File: src/rtl/cpu_sequencer.sv
`default_nettype none
// ============================================================================
//  Module   : cpu_sequencer
//  Purpose  : Instruction sequencer. Paces M-cycles with a T-state counter,
//             honours memory wait states, latches the instruction register,
//             advances the decoder step, resolves conditional branches and
//             issues the m_end commit strobe.
//  Options  : SEQ_HALT_EN - adds a HALT state entered on opcode 8'h76 and
//             left on irq_pending. Undefined: halted is tied 0.
//  Revision : 1.0 - initial release
// ============================================================================
module cpu_sequencer #(
    parameter int T_PER_M  = 4,
    parameter int MAX_STEP = 7
) (
    input  logic       clk,
    input  logic       rst_n,
    input  logic [7:0] db_in,
    input  logic       mem_wait,
    input  logic [3:0] flags,
    input  logic       dec_done,
    input  logic       dec_is_cond,
    input  logic [2:0] dec_next_cond,
    input  logic       irq_pending,
    output logic [7:0] ir,
    output logic [2:0] step,
    output logic       fetch,
    output logic [1:0] t_state,
    output logic       m_end,
    output logic       halted,
    output logic       locked
);

    localparam logic [1:0] S_FETCH = 2'd0;
    localparam logic [1:0] S_EXEC  = 2'd1;
    localparam logic [1:0] S_LOCK  = 2'd2;
    localparam logic [1:0] S_HALT  = 2'd3;

    localparam logic [1:0] c_T_LAST   = 2'(T_PER_M - 1);
    localparam logic [2:0] c_MAX_STEP = 3'(MAX_STEP);
    localparam logic [7:0] c_OP_HALT  = 8'h76;

    logic [1:0] r_state;
    logic [7:0] r_ir;
    logic [2:0] r_step;
    logic [1:0] r_t;

    logic [1:0] w_state_nxt;
    logic [7:0] w_ir_nxt;
    logic [2:0] w_step_nxt;
    logic [1:0] w_t_nxt;
    logic [1:0] w_t_tick;
    logic       w_cc_met;

`ifndef SEQ_HALT_EN
    // Wake request and the N/H flags have no role in this build.
    logic w_unused_ok;
    assign w_unused_ok = ^{irq_pending, flags[2:1]};
`else
    logic w_unused_ok;
    assign w_unused_ok = ^flags[2:1];
`endif

    assign ir      = r_ir;
    assign step    = r_step;
    assign t_state = r_t;

    // Condition code from ir[4:3]: NZ, Z, NC, C  (flags = {Z,N,H,C}).
    always_comb begin
        w_cc_met = 1'b0;
        case (r_ir[4:3])
            2'd0:    w_cc_met = !flags[3];
            2'd1:    w_cc_met =  flags[3];
            2'd2:    w_cc_met = !flags[0];
            default: w_cc_met =  flags[0];
        endcase
    end

    // T-state advance while running: wrap after the last state unless memory stalls it.
    always_comb begin
        w_t_tick = r_t;
        if (r_t != c_T_LAST) begin
            w_t_tick = r_t + 2'd1;
        end else if (!mem_wait) begin
            w_t_tick = 2'd0;
        end
    end

    // State register together with the IR, step and T-state registers.
    always_ff @(posedge clk or negedge rst_n) begin
        if (!rst_n) begin
            r_state <= S_FETCH;
            r_ir    <= 8'h00;
            r_step  <= 3'd0;
            r_t     <= 2'd0;
        end else begin
            r_state <= w_state_nxt;
            r_ir    <= w_ir_nxt;
            r_step  <= w_step_nxt;
            r_t     <= w_t_nxt;
        end
    end

    // Next-state logic; IR and step only ever change on an m_end strobe.
    always_comb begin
        w_state_nxt = r_state;
        w_ir_nxt    = r_ir;
        w_step_nxt  = r_step;
        w_t_nxt     = r_t;
        case (r_state)
            S_FETCH: begin
                w_t_nxt = w_t_tick;
                if (m_end) begin
                    w_ir_nxt    = db_in;
                    w_step_nxt  = 3'd0;
                    w_state_nxt = S_EXEC;
                end
            end
            S_EXEC: begin
                w_t_nxt = w_t_tick;
                if (m_end) begin
                    if (dec_done) begin
`ifdef SEQ_HALT_EN
                        if (r_ir == c_OP_HALT) begin
                            w_state_nxt = S_HALT;
                            w_step_nxt  = 3'd0;
                        end else begin
                            w_ir_nxt   = db_in;
                            w_step_nxt = 3'd0;
                        end
`else
                        // Overlapped fetch of the next opcode.
                        w_ir_nxt   = db_in;
                        w_step_nxt = 3'd0;
`endif
                    end else if (dec_is_cond && !w_cc_met) begin
                        w_step_nxt = dec_next_cond;
                    end else if (r_step == c_MAX_STEP) begin
                        w_state_nxt = S_LOCK;
                    end else begin
                        w_step_nxt = r_step + 3'd1;
                    end
                end
            end
            S_LOCK: begin
                w_t_nxt = 2'd0;
            end
`ifdef SEQ_HALT_EN
            S_HALT: begin
                w_t_nxt = 2'd0;
                if (irq_pending) begin
                    w_state_nxt = S_FETCH;
                end
            end
`endif
            default: begin
                w_state_nxt = S_FETCH;
                w_t_nxt     = 2'd0;
            end
        endcase
    end

    // Output decode; m_end is combinational so a stall drops it in the same cycle.
    always_comb begin
        fetch  = (r_state == S_FETCH);
        locked = (r_state == S_LOCK);
`ifdef SEQ_HALT_EN
        halted = (r_state == S_HALT);
`else
        halted = 1'b0;
`endif
        m_end  = (r_t == c_T_LAST) && !mem_wait &&
                 ((r_state == S_FETCH) || (r_state == S_EXEC));
    end

endmodule
`default_nettype wire

File: config.mk
export PLATFORM = sky130hd
export DESIGN_NAME = cpu_sequencer
export DESIGN_NICKNAME = d
export VERILOG_FILES = /design/src/rtl/cpu_sequencer.sv
export SDC_FILE = /design/constraint.sdc
export NUM_CORES = 1
export LEC_CHECK = 0
export BUFFER_PORTS_ARGS = -buffer_cell sky130_fd_sc_hd__buf_2
export CELL_PAD_IN_SITES_DETAIL_PLACEMENT = 1
export CELL_PAD_IN_SITES_GLOBAL_PLACEMENT = 1
export CORE_MARGIN = 3
export CORE_UTILIZATION = 32
export DETAILED_ROUTE_END_ITERATION = 7
export PLACE_DENSITY = 0.78
export SYNTH_ARGS = -nofsm -noshare
export SYNTH_HDL_FRONTEND = slang
export SYNTH_SLANG_ARGS = --single-unit
File: constraint.sdc
create_clock -name clk -period 1.55 [get_ports clk]
set_input_delay 0.31 -clock clk [delete_from_list [all_inputs] [get_ports clk]]
set_output_delay 0.31 -clock clk [all_outputs]
set_load 0.01 [all_outputs]
==> flow_metrics.py, run 1 <==
metrics = {
    "synth": {
        "syn_inst": 61,
        "synth_ff_type": "dfrtp_1",
        "synth_largest_area_cell": "dfrtp_1",
        "synth-seq-cells": 15,
        "yosys-top-cells-area": "dfrtp_1 51%, mux2_2 11%, ha_1 5.1%",
        "yosysWarnings": 0,
        "seq_area_frac_synth": 0.506,
        "synth_top_cell_area_share": 0.506,
        "synth-edff-count": 0,
        "netlist_area_um2": 742,
        "synth.distinct_cells": 26,
        "syn_area_per_cell_um2": 12.2,
        "async_reset_ff_frac": 1.00,
        "syn-num-nets": 85,
    },
    "setup_path": {
        "rrSetupSlack_ns": 0.06,
        "cpMaxStageDelayCell": "dfrtp_1",
        "crit_arrival_ns": 1.64,
        "cp-startpoint": "ir[4]",
        "critical_path_class": "reg2reg",
        "worstReg2RegStart": "ir[4]",
        "required_ns": 1.70,
        "reg2reg_to": "step[0]",
        "cp_max_fo": 5,
        "max_stage_delay_ns": 0.39,
        "reg2regPathDepth": 4,
        "crit_chain": "mux2i_2, mux2i_4, mux2i_1, o2bb2ai_1",
        "cp-start-kind": "flop",
        "endpoint_kind": "flop",
    },
    "run_status": {
        "status": "completed",
    },
    "routing": {
        "wl_met3_um": 101,
        "drt-met1-wl_um": 718,
        "drt-wirelength-per-cell_um": 12.8,
        "drt-total-wl_um": 1650,
        "maxUsedRoutingLayer": "met4",
        "met2_length_um": 822,
        "drt_iter0_drc": 3,
        "ant_nets": 0,
        "firstDrtPassIters": 2,
        "drcViolationCount": 0,
        "dr_total_vias": 612,
        "vias_per_cell": 4.74,
    },
    "placement": {
        "post-place-ws_ns": 0.0160,
        "place_hpwl_um": 1340,
        "dp_cells": 120,
        "portBuffers": 33,
        "place.gp.congestion": 0.698,
    },
    "sta": {
        "rsz0062_at_grt": "true",
        "max_freq_ghz": 0.673,
        "setup_violations": 0,
        "fin_crit_sh": 0.959,
        "skew_ns": 0.00785,
        "hold_violations": 0,
        "hold_ws_ns": 0.253,
        "period_minus_slack_ns": 1.49,
        "worst_slack_ns": 0.0631,
        "slew_violations": 0,
    },
    "min_path": {
        "holdPathEnd": "ir[5]",
        "hold_path_class": "in2reg",
        "whs_path_depth": 2,
        "hold_start": "db_in[5]",
    },
    "final_layout": {
        "layout_commonest_cell": "buf_2",
        "layout-drive-gt1-share": 0.539,
        "synthToLayoutAreaGrowth_pct": 36.9,
        "multi_input_area_um2": 367,
        "nNetsFinal": 127,
        "layout_common_cells": "33 x buf_2, 14 x dfrtp_1, 7 x mux2_2",
        "fin_cells": 129,
        "regArea_um2": 377,
        "finalCoreUtilization": 0.488,
        "n_fill_cell": 250,
        "n_antenna_cell": 0,
    },
    "clocking": {
        "cts_buffers": 3,
        "cts_tree": "built",
        "cts_buffer_depth": 2,
        "clkSlewWorstSetupHoldPaths_ns": 0.09,
        "cts_root_buffer": "clkbuf_4",
        "htreeDepth": 1,
        "cts.sinks": 15,
        "worstSkewPairLatency_ns": 0.27,
    },
    "floorplanning": {
        "ios": 38,
        "die_w_um": 54.2,
        "initial_utilization": 0.356,
        "core-area_um2": 2080,
        "dieArea_um2": 2930,
        "die_h_um": 54.2,
        "rows": 16,
    },
    "global_routing": {
        "antenna_found_initial": 0,
        "grtUsageTotal": 0.118,
        "grt_max_degree": 16,
        "grt_pass1_wl_um": 2460,
        "grt.overflow.total": 0,
        "first_global_vias": 571,
    },
    "pwr": {
        "irDropWorstVdd_mv": 0.778,
        "p_per_area_nw_per_um2": 1770,
        "p_leak_nw": 0.503,
    },
    "flow_run": {
        "max_cap_violations": 0,
    },
}
==> registers in the layout, summed over array words and instances (netlist names) <==
name	flops
ir	8
step	3
r_state	2
t_state	2
==> worst max-delay path: cells and delay by family (launching register included) <==
family / cells / cell delay, ns
flip-flops: 1 / 0.39
multiplexers: 3 / 0.90
AO/OA/AOI/OAI: 1 / 0.08
==> final cells by class <==
class                      instances  area share
timing repair buffer              38       0.202
inverter                           2     0.00739
sequential                        15       0.371
multi-input combinational         43       0.361
clock buffer                       4      0.0259
tap                               27      0.0333
==> report_power, final <==
part           leakage [nW]  switching (mW)  total (mW)  internal, mW
combinational         0.305           0.403       0.873         0.470
clock                0.0150           0.114       0.213        0.0995
sequential            0.183           0.139       0.709         0.571
==> Yosys cell counts, types with 2 or more instances <==
cell type	n
and2_1	2
dfrtp_1	15
ha_1	3
mux2_2	7
mux2i_1	3
nand2_1	5
nand2b_1	2
nor2_1	3
nor2b_1	2
o2bb2ai_1	3
==> stage by stage <==
step	power [mW]	setup TNS [ns]	instance area (µm²)
after floorplan	1.21	0	742
after global placement	1.47	0	933
after detailed placement	1.52	0	933
after CTS	1.75	0	975
after global routing	1.97	-0.0276	1020
final	1.80	0	1020
==> cell families (layout without fill, tap and decap cells) <==
logic type / Yosys count / count (layout) / synth area share
and+or+nand+nor: 18 / 18 / 0.125
DFF: 15 / 15 / 0.506
muxes: 13 / 13 / 0.211
AOI/OAI and AO/OA: 8 / 8 / 0.0826
adders and majority gates: 3 / 3 / 0.0506
buffers and inverters: 3 / 44 / 0.0202
other: 1 / 1 / 0.00505
==> how the worst max path moves through the flow <==
stage	to	slack, ns	depth (start not counted)
after global placement	ir[1]	0.08	5
after global routing	step[0]	-0.02	4
final	step[0]	0.06	4
after detailed placement	ir[1]	0.02	5
after CTS	m_end	0.02	4
after floorplan	step[0]	0.10	4
==> timing repair <==
| action | 4_1_cts | 5_1_grt |
|---|---|---|
| resized for setup | 2 | 2 |
| hold endpoints to repair | 15 | 0 |
| hold buffers | 1 | 0 |
| buffers inserted | 0 | 4 |
| gates cloned | 0 | 0 |
| setup endpoints to repair | 5 | 3 |
| pin swaps | 0 | 3 |
==> routing by layer <==
metal  global-route usage  up-vias
met4               0.0498        0
li1                     -      295
met5                    0        -
met1                0.140      295
met3               0.0249        2
met2                0.205       20
(Power assumes the default switching activity.)
==> inputs of run 2 (changes only) <==
--- a/config.mk
+++ b/config.mk
@@ -12,6 +12,7 @@
 export CORE_UTILIZATION = 32
 export DETAILED_ROUTE_END_ITERATION = 7
 export PLACE_DENSITY = 0.78
+export RECOVER_POWER = 25
 export SYNTH_ARGS = -nofsm -noshare
 export SYNTH_HDL_FRONTEND = slang
 export SYNTH_SLANG_ARGS = --single-unit
==> flow_metrics.py, run 2 (synthesized netlist as in run 1, its figures left out) <==
metrics = {
    "flow_run": {
        "max_cap_violations": 0,
    },
    "routing": {
        "drt_iter0_drc": 3,
        "drcViolationCount": 0,
        "drt-wirelength-per-cell_um": 12.8,
        "vias_per_cell": 4.74,
        "drt-total-wl_um": 1650,
        "firstDrtPassIters": 2,
        "dr_total_vias": 611,
        "ant_nets": 0,
    },
    "sta": {
        "max_freq_ghz": 0.673,
        "slew_violations": 0,
        "fin_crit_sh": 0.959,
        "worstMarginPinSlew_ns": 0.801,
        "setup_violations": 0,
        "rsz0062_at_grt": "true",
        "skew_ns": 0.00785,
        "tns_ns": 0,
        "hold_violations": 0,
        "maxSlewHeadroom": 0.466,
        "period_minus_slack_ns": 1.49,
    },
    "floorplanning": {
        "core-area_um2": 2080,
        "rows": 16,
        "ios": 38,
        "dieArea_um2": 2930,
        "die_h_um": 54.2,
        "initial_utilization": 0.356,
        "die_w_um": 54.2,
    },
    "final_layout": {
        "layout-drive-gt1-share": 0.529,
        "layout_commonest_cell": "buf_2",
        "nNetsFinal": 127,
        "n_fill_cell": 251,
        "largest_register_ffs": 8,
        "layout_common_cells": "32 x buf_2, 14 x dfrtp_1, 7 x mux2_2",
        "n_antenna_cell": 0,
        "stdcell_area_um2": 1010,
        "synthToLayoutAreaGrowth_pct": 36.8,
    },
    "pwr": {
        "fin_total_pwr_mw": 1.80,
        "p_per_area_nw_per_um2": 1770,
        "irDropWorstVdd_mv": 0.778,
        "p_leak_nw": 0.500,
    },
    "clocking": {
        "cts_buffers": 3,
        "htreeDepth": 1,
        "cts_tree": "built",
        "worstSkewPairLatency_ns": 0.27,
        "cts.sinks": 15,
        "cts_buffer_depth": 2,
        "cts_root_buffer": "clkbuf_4",
        "clkSlewWorstSetupHoldPaths_ns": 0.09,
    },
    "placement": {
        "placed_area_um2": 933,
        "place.gp.congestion": 0.698,
        "place_hpwl_um": 1340,
        "portBuffers": 33,
    },
    "setup_path": {
        "cp-start-kind": "flop",
        "critical_path_class": "reg2reg",
        "endpoint_kind": "flop",
        "required_ns": 1.70,
        "crit_arrival_ns": 1.64,
        "rrSetupSlack_ns": 0.06,
        "reg2reg_to": "step[0]",
        "cp_max_fo": 5,
        "worstReg2RegStart": "ir[4]",
        "reg2regPathDepth": 4,
    },
    "global_routing": {
        "grt_pass1_wl_um": 2460,
        "antenna_found_initial": 0,
        "grtUsageTotal": 0.118,
        "first_global_vias": 571,
        "grt.overflow.total": 0,
        "grt_max_degree": 16,
    },
    "min_path": {
        "holdPathEnd": "ir[5]",
        "hold_path_class": "in2reg",
        "whs_path_depth": 2,
        "hold_start": "db_in[5]",
    },
    "run_status": {
        "status": "completed",
    },
}
[run 2: cell types whose count changed in the layout (fill, tap and decap cells not counted), sizes merged]
cell,previous run,this run
buf,37,36
clkbuf,4,5
[run 2: final cells by class]
type | instances | area, µm² | share of cell area
Multi-Input combinational cell | 43 | 367 | 0.361
Sequential cell | 15 | 377 | 0.371
Inverter | 2 | 7.51 | 0.00740
Clock buffer | 4 | 26.3 | 0.0259
Timing Repair Buffer | 38 | 204 | 0.201
Tap cell | 27 | 33.8 | 0.0333
[run 2: per-stage QoR]
stage	utilization	hold slack [ns]	setup slack, ns	std cells
5_1_grt	0.487	0.256	-0.0164	129
3_5_place_dp	0.448	0.233	0.0160	120
4_1_cts	0.468	0.251	0.0225	125
3_3_place_gp	0.448	0.234	0.0752	120
2_1_floorplan	-	0.0144	0.104	61
6_report	0.487	0.253	0.0631	129
[run 2: what timing repair did]
item	CTS	global route
endpoints found under the setup margin	5	3
hold buffers	1	0
endpoints found under the hold margin	15	0
setup buffers	0	4
resized for setup	2	2
pin swaps	0	3
[run 2: how the worst max path moves through the flow]
stage	start	end	slack [ns]	cells past startpoint
2_1_floorplan	ir[4]	step[0]	0.10	4
3_3_place_gp	t_state[0]	ir[1]	0.08	5
3_5_place_dp	t_state[0]	ir[1]	0.02	5
4_1_cts	t_state[0]	m_end	0.02	4
5_1_grt	ir[4]	step[0]	-0.02	4
6_report	ir[4]	step[0]	0.06	4
[run 2: metal layers]
layer,vias up,GRT usage,share of wire
met5,-,0,0
met4,0,0.0498,0.0061
met3,2,0.0249,0.065
met2,20,0.205,0.50
met1,295,0.140,0.43
li1,294,-,-
[run 2: power by group]
group / internal (mW) / leakage [nW] / switching (mW) / total, mW
Clock: 0.0995 / 0.0150 / 0.114 / 0.213
Combinational: 0.470 / 0.302 / 0.403 / 0.873
Sequential: 0.571 / 0.183 / 0.139 / 0.709
Total: 1.14 / 0.500 / 0.656 / 1.80
[run 2: worst max-delay path: stages (launching register included)]
cell and delay (ns):
dfrtp_1 0.39, mux2i_2 0.29, mux2i_4 0.39, mux2i_1 0.22, o2bb2ai_1 0.08
==> inputs of run 3 (changes only) <==
--- a/config.mk
+++ b/config.mk
@@ -5,13 +5,14 @@
 export SDC_FILE = /design/constraint.sdc
 export NUM_CORES = 1
 export LEC_CHECK = 0
+export ABC_AREA = 1
 export BUFFER_PORTS_ARGS = -buffer_cell sky130_fd_sc_hd__buf_2
 export CELL_PAD_IN_SITES_DETAIL_PLACEMENT = 1
 export CELL_PAD_IN_SITES_GLOBAL_PLACEMENT = 1
 export CORE_MARGIN = 3
 export CORE_UTILIZATION = 32
 export DETAILED_ROUTE_END_ITERATION = 7
-export PLACE_DENSITY = 0.78
+export PLACE_DENSITY = 0.79
 export RECOVER_POWER = 25
 export SYNTH_ARGS = -nofsm -noshare
 export SYNTH_HDL_FRONTEND = slang
==> flow_metrics.py, run 3 <==
metrics = {
    "run_status": {
        "status": "completed",
    },
    "routing": {
        "drt-total-wl_um": 2000,
        "dr_total_vias": 741,
        "vias_per_cell": 4.55,
        "ant_nets": 0,
        "drt-wirelength-per-cell_um": 12.3,
        "drcViolationCount": 0,
        "firstDrtPassIters": 3,
        "drt_iter0_drc": 2,
    },
    "sta": {
        "rsz0062_at_grt": "true",
        "worstMarginPinSlew_ns": 0.781,
        "hold_ws_ns": 0.265,
        "fin_crit_sh": 0.937,
        "worst_slack_ns": 0.0980,
        "period_minus_slack_ns": 1.45,
        "max_freq_ghz": 0.689,
        "maxSlewHeadroom": 0.479,
        "skew_ns": 0.00535,
        "slew_violations": 0,
        "setup_violations": 0,
        "hold_violations": 0,
    },
    "setup_path": {
        "cp-start-kind": "flop",
        "worstReg2RegStart": "t_state[0]",
        "worstSetupPathDepth": 4,
        "required_ns": 1.24,
        "endpoint_kind": "output pin",
        "crit_family": "flip-flops",
        "crit_chain": "ha_2, inv_2, nor3_4, buf_2",
        "critical_path_class": "reg2out",
        "crit_arrival_ns": 1.14,
        "cp_num_buf_inv": 2,
        "cpMaxStageDelayCell": "dfrtp_1",
        "rrSetupSlack_ns": 0.13,
        "reg2reg_to": "step[2]",
        "max_stage_delay_ns": 0.37,
        "cp_max_fo": 2,
        "reg2regPathDepth": 9,
    },
    "placement": {
        "post-place-ws_ns": 0.0466,
        "place.gp.congestion": 0.689,
        "dp_cells": 153,
        "portBuffers": 33,
        "place_hpwl_um": 1690,
        "placed_area_um2": 1020,
    },
    "final_layout": {
        "fin_cells": 163,
        "stdcell_area_um2": 1100,
        "layout-drive-gt1-share": 0.437,
        "layout_common_cells": "32 x buf_2, 20 x nand2_1, 15 x inv_1, 15 x dfrtp_1, 9 x nor2_1",
        "nNetsFinal": 160,
        "largest_register_ffs": 8,
        "finalCoreUtilization": 0.470,
        "synthToLayoutAreaGrowth_pct": 32.6,
        "n_fill_cell": 306,
        "n_antenna_cell": 0,
        "layout_commonest_cell": "buf_2",
    },
    "synth": {
        "synth_ff_type": "dfrtp_1",
        "synth.most_common_cell": "nand2_1",
        "async_reset_ff_frac": 1.00,
        "synth-edff-count": 0,
        "synth-seq-cells": 15,
        "syn_area_per_cell_um2": 8.92,
        "synth_top_cell_area_share": 0.452,
        "netlist_area_um2": 830,
        "syn-num-nets": 117,
        "seq_area_frac_synth": 0.452,
        "synth.distinct_cells": 18,
        "synth_largest_area_cell": "dfrtp_1",
        "yosysWarnings": 0,
        "yosys-top-cells-area": "dfrtp_1 45%, mux2_4 11%, nand2_1 9.0%",
        "synth_commonest_cells": "20 x nand2_1, 17 x inv_1, 15 x dfrtp_1",
        "syn_inst": 93,
    },
    "clocking": {
        "cts_root_buffer": "clkbuf_4",
        "cts_buffers": 3,
        "cts_buffer_depth": 2,
        "clkSlewWorstSetupHoldPaths_ns": 0.09,
        "cts.sinks": 15,
        "htreeDepth": 1,
        "worstSkewPairLatency_ns": 0.27,
        "cts_tree": "built",
    },
    "pwr": {
        "p_per_area_nw_per_um2": 1670,
        "irDropWorstVdd_mv": 0.757,
        "p_leak_nw": 0.645,
    },
    "global_routing": {
        "grt.overflow.total": 0,
        "grt_max_degree": 16,
        "grt_pass1_wl_um": 3510,
        "grtUsageTotal": 0.137,
        "first_global_vias": 835,
        "antenna_found_initial": 0,
    },
    "min_path": {
        "hold_start": "db_in[2]",
        "hold_path_class": "in2reg",
        "holdPathEnd": "ir[2]",
        "whs_path_depth": 2,
    },
    "floorplanning": {
        "dieArea_um2": 3240,
        "ios": 38,
        "rows": 17,
        "core-area_um2": 2340,
        "die_h_um": 56.9,
        "die_w_um": 56.9,
        "initial_utilization": 0.355,
    },
    "flow_run": {
        "max_cap_violations": 0,
    },
}
## run 3: cell count changes in the layout (fill, tap and decap cells not counted), sizes merged, moves of 2 or more
cell,before,now
nand2,6,24
inv,2,18
nor2,3,9
mux2i,5,0
a21oi,1,5
nand3,1,5
nand4,0,3
o2bb2ai,3,0
and2,2,0
mux2,8,6
nand2b,2,0
nor2b,2,0
## run 3: worst register-to-register path, stage by stage, from the launching register on
cell,delay [ns]
dfrtp_1,0.37
ha_2,0.19
inv_2,0.05
nor3_4,0.11
buf_4,0.15
inv_1,0.06
a21oi_2,0.18
inv_2,0.07
nand2_1,0.07
nand2_1,0.06
## run 3: worst max-delay path by stage
stage	from	end	slack [ns]
after floorplan	t_state[0]	ir[0]	0.07
after global placement	t_state[0]	ir[5]	0.12
after detailed placement	t_state[0]	step[2]	0.05
after CTS	t_state[0]	m_end	0.003
after global routing	t_state[0]	m_end	-0.03
final	t_state[0]	m_end	0.1
## run 3: metal layers
layer / GRT usage / wire length [µm] / vias to the layer above / part of all wire
li1: - / - / 369 / -
met1: 0.137 / 776 / 355 / 0.39
met2: 0.277 / 1130 / 15 / 0.56
met3: 0.0253 / 80 / 2 / 0.040
met4: 0.0397 / 17 / 0 / 0.0085
met5: 0 / 0 / - / 0
## run 3: logic make-up (layout without fill, tap and decap cells)
family / count (synthesis) / in the layout / synth area share
other: 1 / 1 / 0.00452
adders and majority gates: 3 / 3 / 0.0453
buffers and inverters: 19 / 61 / 0.0905
and+or+nand+nor: 42 / 42 / 0.252
DFF: 15 / 15 / 0.452
AOI/OAI and AO/OA: 7 / 7 / 0.0468
muxes: 6 / 6 / 0.109
## run 3: power breakdown
group          total [mW]  switching, mW  internal [mW]
sequential          0.671          0.116          0.555
clock               0.212          0.112         0.0994
combinational       0.949          0.485          0.464
## run 3: final cells by class
cell class	instances	area, µm²	share of cell area
Multi-Input combinational cell	59	384	0.349
Sequential cell	15	375	0.341
Timing Repair Buffer	39	211	0.192
Inverter	18	67.6	0.0614
Tap cell	28	35.0	0.0319
Clock buffer	4	26.3	0.0239
## run 3: metrics by stage
stage               setup TNS (ns)  power (mW)
floorplan                        0        1.23
global placement                 0        1.48
detailed placement               0        1.55
CTS                              0        1.84
global route               -0.0781        2.01
finish                           0        1.83
## run 3: what timing repair did
item,4_1_cts,5_1_grt
endpoints found under the setup margin,1,10
pin swaps,1,3
gates resized for setup,2,2
endpoints found under the hold margin,15,0
buffers inserted,3,2
hold buffers,1,0
